==> config.mk <==
export PLATFORM = sky130hd
export DESIGN_NAME = logic_unit_arbiter
export DESIGN_NICKNAME = d
export VERILOG_FILES = /design/src/rtl/logic_unit_arbiter.sv
export SDC_FILE = /design/constraint.sdc
export NUM_CORES = 1
export LEC_CHECK = 0
export ABC_AREA = 1
export CAP_MARGIN = 15
export CORE_MARGIN = 3
export CORE_UTILIZATION = 50
export DETAILED_ROUTE_END_ITERATION = 10
export DONT_BUFFER_PORTS = 1
export SLEW_MARGIN = 0
export SYNTH_ARGS = -nofsm -noshare
export SYNTH_HDL_FRONTEND = slang
export SYNTH_SLANG_ARGS = --single-unit
==> constraint.sdc <==
create_clock -name clk -period 5.96 [get_ports clk]
set_input_delay 1.788 -clock clk [delete_from_list [all_inputs] [get_ports clk]]
set_output_delay 1.788 -clock clk [all_outputs]
set_load 0.005 [all_outputs]
==> src/rtl/logic_unit_arbiter.sv <==
// Round-robin arbiter sharing one bitwise logic unit (AND/OR/XOR/NOR) between two requesters.
// Optional grant counters are enabled with `define LOGIC_ARB_STATS_EN.
module logic_unit_arbiter #(
    parameter int WIDTH = 32,
    parameter int OP_W  = 2
) (
    input  logic             clk,
    input  logic             reset,
    input  logic             req0_valid,
    output logic             req0_ready,
    input  logic [OP_W-1:0]  req0_op,
    input  logic [WIDTH-1:0] req0_a,
    input  logic [WIDTH-1:0] req0_b,
    input  logic             req1_valid,
    output logic             req1_ready,
    input  logic [OP_W-1:0]  req1_op,
    input  logic [WIDTH-1:0] req1_a,
    input  logic [WIDTH-1:0] req1_b,
    output logic             rsp_valid,
    input  logic             rsp_ready,
    output logic [WIDTH-1:0] rsp_data,
    output logic             rsp_id,
    output logic             rsp_zero
`ifdef LOGIC_ARB_STATS_EN
    ,
    output logic [15:0]      gnt0_count,
    output logic [15:0]      gnt1_count
`endif
);

    typedef enum logic {
        IDLE = 1'b0,
        HOLD = 1'b1
    } state_t;

    localparam logic [OP_W-1:0] OP_AND = 2'b00;
    localparam logic [OP_W-1:0] OP_OR  = 2'b01;
    localparam logic [OP_W-1:0] OP_XOR = 2'b10;

    state_t           state_q, state_d;
    logic             last_grant_q, last_grant_d;
    logic [WIDTH-1:0] rsp_data_q, rsp_data_d;
    logic             rsp_id_q, rsp_id_d;

    logic             can_issue;
    logic             grant_vld;
    logic             grant_id;
    logic             accept;
    logic [OP_W-1:0]  sel_op;
    logic [WIDTH-1:0] sel_a;
    logic [WIDTH-1:0] sel_b;
    logic [WIDTH-1:0] result;

    function automatic logic [WIDTH-1:0] logic_op(
        input logic [OP_W-1:0]  op,
        input logic [WIDTH-1:0] a,
        input logic [WIDTH-1:0] b
    );
        logic [WIDTH-1:0] r;
        case (op)
            OP_AND:  r = a & b;
            OP_OR:   r = a | b;
            OP_XOR:  r = a ^ b;
            default: r = ~(a | b);
        endcase
        return r;
    endfunction

    // Reset is qualified in here so no ready escapes while reset is held.
    always_comb begin
        can_issue = ~reset & ((state_q == IDLE) | ((state_q == HOLD) & rsp_ready));
        grant_vld = 1'b0;
        grant_id  = 1'b0;
        if (can_issue) begin
            if (req0_valid && req1_valid) begin
                grant_vld = 1'b1;
                grant_id  = ~last_grant_q;
            end else if (req0_valid) begin
                grant_vld = 1'b1;
                grant_id  = 1'b0;
            end else if (req1_valid) begin
                grant_vld = 1'b1;
                grant_id  = 1'b1;
            end
        end
    end

    assign req0_ready = grant_vld & (grant_id == 1'b0);
    assign req1_ready = grant_vld & (grant_id == 1'b1);
    assign accept     = (req0_valid & req0_ready) | (req1_valid & req1_ready);

    assign sel_op = grant_id ? req1_op : req0_op;
    assign sel_a  = grant_id ? req1_a  : req0_a;
    assign sel_b  = grant_id ? req1_b  : req0_b;
    assign result = logic_op(sel_op, sel_a, sel_b);

    always_comb begin
        state_d      = state_q;
        last_grant_d = last_grant_q;
        rsp_data_d   = rsp_data_q;
        rsp_id_d     = rsp_id_q;
        case (state_q)
            IDLE: begin
                if (accept) begin
                    state_d = HOLD;
                end
            end
            HOLD: begin
                if (rsp_ready && !accept) begin
                    state_d = IDLE;
                end
            end
            default: state_d = IDLE;
        endcase
        if (accept) begin
            rsp_data_d   = result;
            rsp_id_d     = grant_id;
            last_grant_d = grant_id;
        end
    end

    always_ff @(posedge clk or posedge reset) begin
        if (reset) begin
            state_q      <= IDLE;
            last_grant_q <= 1'b1;
            rsp_data_q   <= '0;
            rsp_id_q     <= 1'b0;
        end else begin
            state_q      <= state_d;
            last_grant_q <= last_grant_d;
            rsp_data_q   <= rsp_data_d;
            rsp_id_q     <= rsp_id_d;
        end
    end

    assign rsp_valid = (state_q == HOLD);
    assign rsp_data  = rsp_data_q;
    assign rsp_id    = rsp_id_q;
    assign rsp_zero  = (rsp_data_q == '0);

`ifdef LOGIC_ARB_STATS_EN
    logic [15:0] gnt0_count_q, gnt0_count_d;
    logic [15:0] gnt1_count_q, gnt1_count_d;

    // Counters saturate rather than wrap so a long run never reads as a short one.
    always_comb begin
        gnt0_count_d = gnt0_count_q;
        gnt1_count_d = gnt1_count_q;
        if (req0_valid && req0_ready && (gnt0_count_q != 16'hFFFF)) begin
            gnt0_count_d = gnt0_count_q + 16'd1;
        end
        if (req1_valid && req1_ready && (gnt1_count_q != 16'hFFFF)) begin
            gnt1_count_d = gnt1_count_q + 16'd1;
        end
    end

    always_ff @(posedge clk or posedge reset) begin
        if (reset) begin
            gnt0_count_q <= 16'd0;
            gnt1_count_q <= 16'd0;
        end else begin
            gnt0_count_q <= gnt0_count_d;
            gnt1_count_q <= gnt1_count_d;
        end
    end

    assign gnt0_count = gnt0_count_q;
    assign gnt1_count = gnt1_count_q;
`endif

endmodule

==> results by group <==
Drt
  – Wire per inst: 13.7 µm
  – Vias/cell: 5.08
  – Remaining DRCs: 0
  – Remaining number of nets flagged by the antenna check after routing: 0
  – DR vias: 4,357
  – Wirelength, routed: 11,700 µm
  – Detailed-routing iteration count for the pre-antenna-repair pass: 4
  – 1st-iter DRT viols: 153

Critical path
  – CP delay by family, top: compound AO/OA/AOI/OAI gates
  – Slowest cell delay on critical path: 670 ps
  – Arrival time at the worst endpoint: 2610 ps
  – Critical R2R Capture: rsp_data[5]
  – Endpoint kind of the worst setup timing path: primary output
  – Master of the slowest instance on the critical path: sky130_fd_sc_hd__o21ai_4
  – Worst R2R Setup Slack: 3400 ps
  – Cell Chain, Critical Path: o21ai_4 > nor2_1
  – Register-to-Register Path Depth: 11
  – Required @ worst endpoint: 4170 ps
  – Count of buffer and inverter cells on the critical path: 0
  – Kind of start point of the critical path: input pin
  – Critical-path maximum fanout: 37
  – Reg-to-reg startpoint: rsp_valid
  – Crit Path Category: input pin to primary output

Clock network
  – Deepest level of the CTS H-tree: 2
  – Post-cts sizing count: 0
  – Number of buffers created by CTS: 5
  – Clock buffer depth: 2
  – Clock-pin slew of the registers on the worst-case setup and hold paths: 70 ps
  – Number of clock sinks seen by CTS: 35
  – Cell at the root of the clock tree: sky130_fd_sc_hd__clkbuf_8
  – Clock latency reported for the late side of the worst-skew pair: 280 ps
  – Clock tree from TritonCTS: done
  – Hold buffer count at CTS: 0
  – Post CTS Setup Buffer Count: 0

Cells and area
  – Most common cell after layout, fill and taps aside: sky130_fd_sc_hd__nand2_1
  – Nets@finish: 933
  – Commonest non-fill, non-tap cells in the layout: 196 x sky130_fd_sc_hd__nand2_1, 142 x sky130_fd_sc_hd__inv_1, 115 x sky130_fd_sc_hd__nand3_1
  – Fraction of final layout cells sized beyond drive strength 1: 9.84%
  – N_diodes: 0
  – Layout Area Growth over Synthesis: 1.24%

Global routing
  – Vias in the first global route: 4,018
  – Global-route wire length before repair: 19,300 µm
  – Total routing resource utilization after global routing: 21.3%
  – Antenna violations before repair: 0
  – Pin count of the biggest net entering global routing: 65
  – Grt ovf: 0

Synth
  – Sequential-to-total area share from yosys stat: 18.4%
  – Cell area after technology mapping: 0.00476 mm²
  – Share of the synthesized area in compound gates (AO/OA/AOI/OAI): 9.31%
  – Adder-Cell Fraction of Synth Area: 16.8%
  – Mean area per synthesized cell: 6.23 µm²
  – Number of instances in the synthesized netlist: 764
  – Xor-xnor portion of the synthesized cell area: 0%
  – Net count of the mapped netlist: 965
  – Multiplexer share of the synthesized area: 0%
  – Combinational family with the most area after synthesis: simple AND/OR/NAND/NOR gates
  – Simple logic cell fraction of the synthesized area: 38.0%
  – Number of library cell types mapped by synthesis: 25
  – Flip-flop and latch count after synthesis: 35
  – Number of warnings reported in the yosys synthesis log: 0

STA
  – Maximum clock frequency: 227 MHz
  – Headroom to the max-slew limit: 34.7%
  – Final Slew Violations: 0
  – Worst setup skew after layout: 4.10 ps
  – Final number of hold-violating endpoints: 0
  – Total negative slack for setup checks: 0 ps
  – Min Clock Period, post-route: 4400 ps
  – Final critical-path share of the clock period: 73.9%
  – Final Setup Violations: 0
  – Actual slew at the worst max-slew pin: 976 ps
  – Unrepaired setup endpoints after global routing: false
  – Worst hold margin: 472 ps

Min path
  – Worst hold stages: 2
  – Worst hold path class: flip-flop to flip-flop
  – Endpoint of the worst hold-timing path: last_grant_q
  – Launch point of the worst hold path: last_grant_q

Floorplan
  – Top-level port count: 174
  – Die area: 0.0107 mm²
  – Vertical extent of the die: 104 µm
  – CORE AREA: 0.00898 mm²
  – Initial Util: 53.0%
  – Count of standard-cell rows: 34
  – Die span in x: 104 µm

Power
  – Sum of internal, switching and leakage power: 0.907 mW
  – Leakage power figure: 2.76 nW
  – Cell Pwr Density: 188 mW/mm²
  – Worst IR drop on VDD: 0.0000991 V

Placed design
  – # port buffers: 0
  – Weighted congestion reported at the end of routability-driven placement: 0.786
  – Final HPWL DP: 8710 µm

Run
  – Max-cap check violation count: 0

Outcome
  – Status: finished, final reports clean
-- final cells by class --
type,count,area [µm²]
clock inverters,1,5.00
inverters,154,578
clock buffers,6,82.6
fillers,945,4160
well taps,126,158
flip-flops and latches,35,877
repair buffers,5,57.6
multi-input cells,531,3060
-- registers in the layout (all words and copies together), names as in the netlist --
| register | cells |
|---|---|
| last_grant_q | 1 |
| rsp_data | 32 |
| rsp_id | 1 |
| rsp_valid | 1 |
-- where the power goes --
part,switching (mW),internal [mW],total (mW)
clock,0.0816,0.0906,0.172
combinational,0.244,0.135,0.379
sequential,0.0621,0.293,0.356
-- Yosys cell counts --
cell type	instances	area, µm²
sky130_fd_sc_hd__ha_1	64	801
sky130_fd_sc_hd__nand2_1	196	736
sky130_fd_sc_hd__nand2_2	7	43.8
sky130_fd_sc_hd__nand4_1	2	12.5
sky130_fd_sc_hd__nand2_8	1	20.0
sky130_fd_sc_hd__clkbuf_1	9	33.8
sky130_fd_sc_hd__buf_4	12	90.1
sky130_fd_sc_hd__a21oi_4	1	16.3
sky130_fd_sc_hd__nor4_1	8	50.1
sky130_fd_sc_hd__o21ai_0	44	220
sky130_fd_sc_hd__o21ai_1	38	190
sky130_fd_sc_hd__or2_2	32	200
sky130_fd_sc_hd__nor2_4	1	11.3
sky130_fd_sc_hd__inv_2	12	45.0
sky130_fd_sc_hd__o21bai_1	1	7.51
sky130_fd_sc_hd__nand3b_1	14	105
sky130_fd_sc_hd__nand2_4	4	45.0
sky130_fd_sc_hd__o21ai_2	1	8.76
sky130_fd_sc_hd__inv_1	142	533
sky130_fd_sc_hd__buf_6	2	22.5
sky130_fd_sc_hd__dfstp_2	1	26.3
sky130_fd_sc_hd__nor2_1	2	7.51
sky130_fd_sc_hd__dfrtp_1	34	851
sky130_fd_sc_hd__nand3_1	115	576
sky130_fd_sc_hd__buf_2	21	105
-- metal layers --
layer	track usage, %	routed length [µm]	vias to the layer above
met5	0	0	-
met4	3.61	50	0
met3	3.36	767	4
met2	34.2	5180	136
met1	30.7	5730	1910
li1	-	-	2307
-- cells by family after synthesis --
family	count (synthesis)
AOI/OAI and AO/OA	85
DFF	35
adders and majority gates	64
and+or+nand+nor	382
buffers and inverters	198
-- how the worst max path moves through the flow --
stage	start	endpoint	slack, ps	cells after the start
floorplan	reset	req0_ready	1320	6
global placement	req0_valid	req0_ready	1580	2
detailed placement	req0_valid	req0_ready	1550	2
CTS	req0_valid	req0_ready	1550	2
global route	req0_valid	req0_ready	1480	2
finish	req0_valid	req0_ready	1560	2
-- metrics by stage --
| step | instances | util (%) | setup WS (ps) | cell area [µm²] |
|---|---|---|---|---|
| 6_report | 858 | 53.7 | 1560 | 4820 |
| 3_3_place_gp | 850 | 52.4 | 1580 | 4700 |
| 5_1_grt | 858 | 53.7 | 1480 | 4820 |
| 4_1_cts | 857 | 53.3 | 1550 | 4790 |
| 2_1_floorplan | 764 | - | 1320 | 4760 |
| 3_5_place_dp | 850 | 52.4 | 1550 | 4700 |
(Power assumes the default switching activity.)
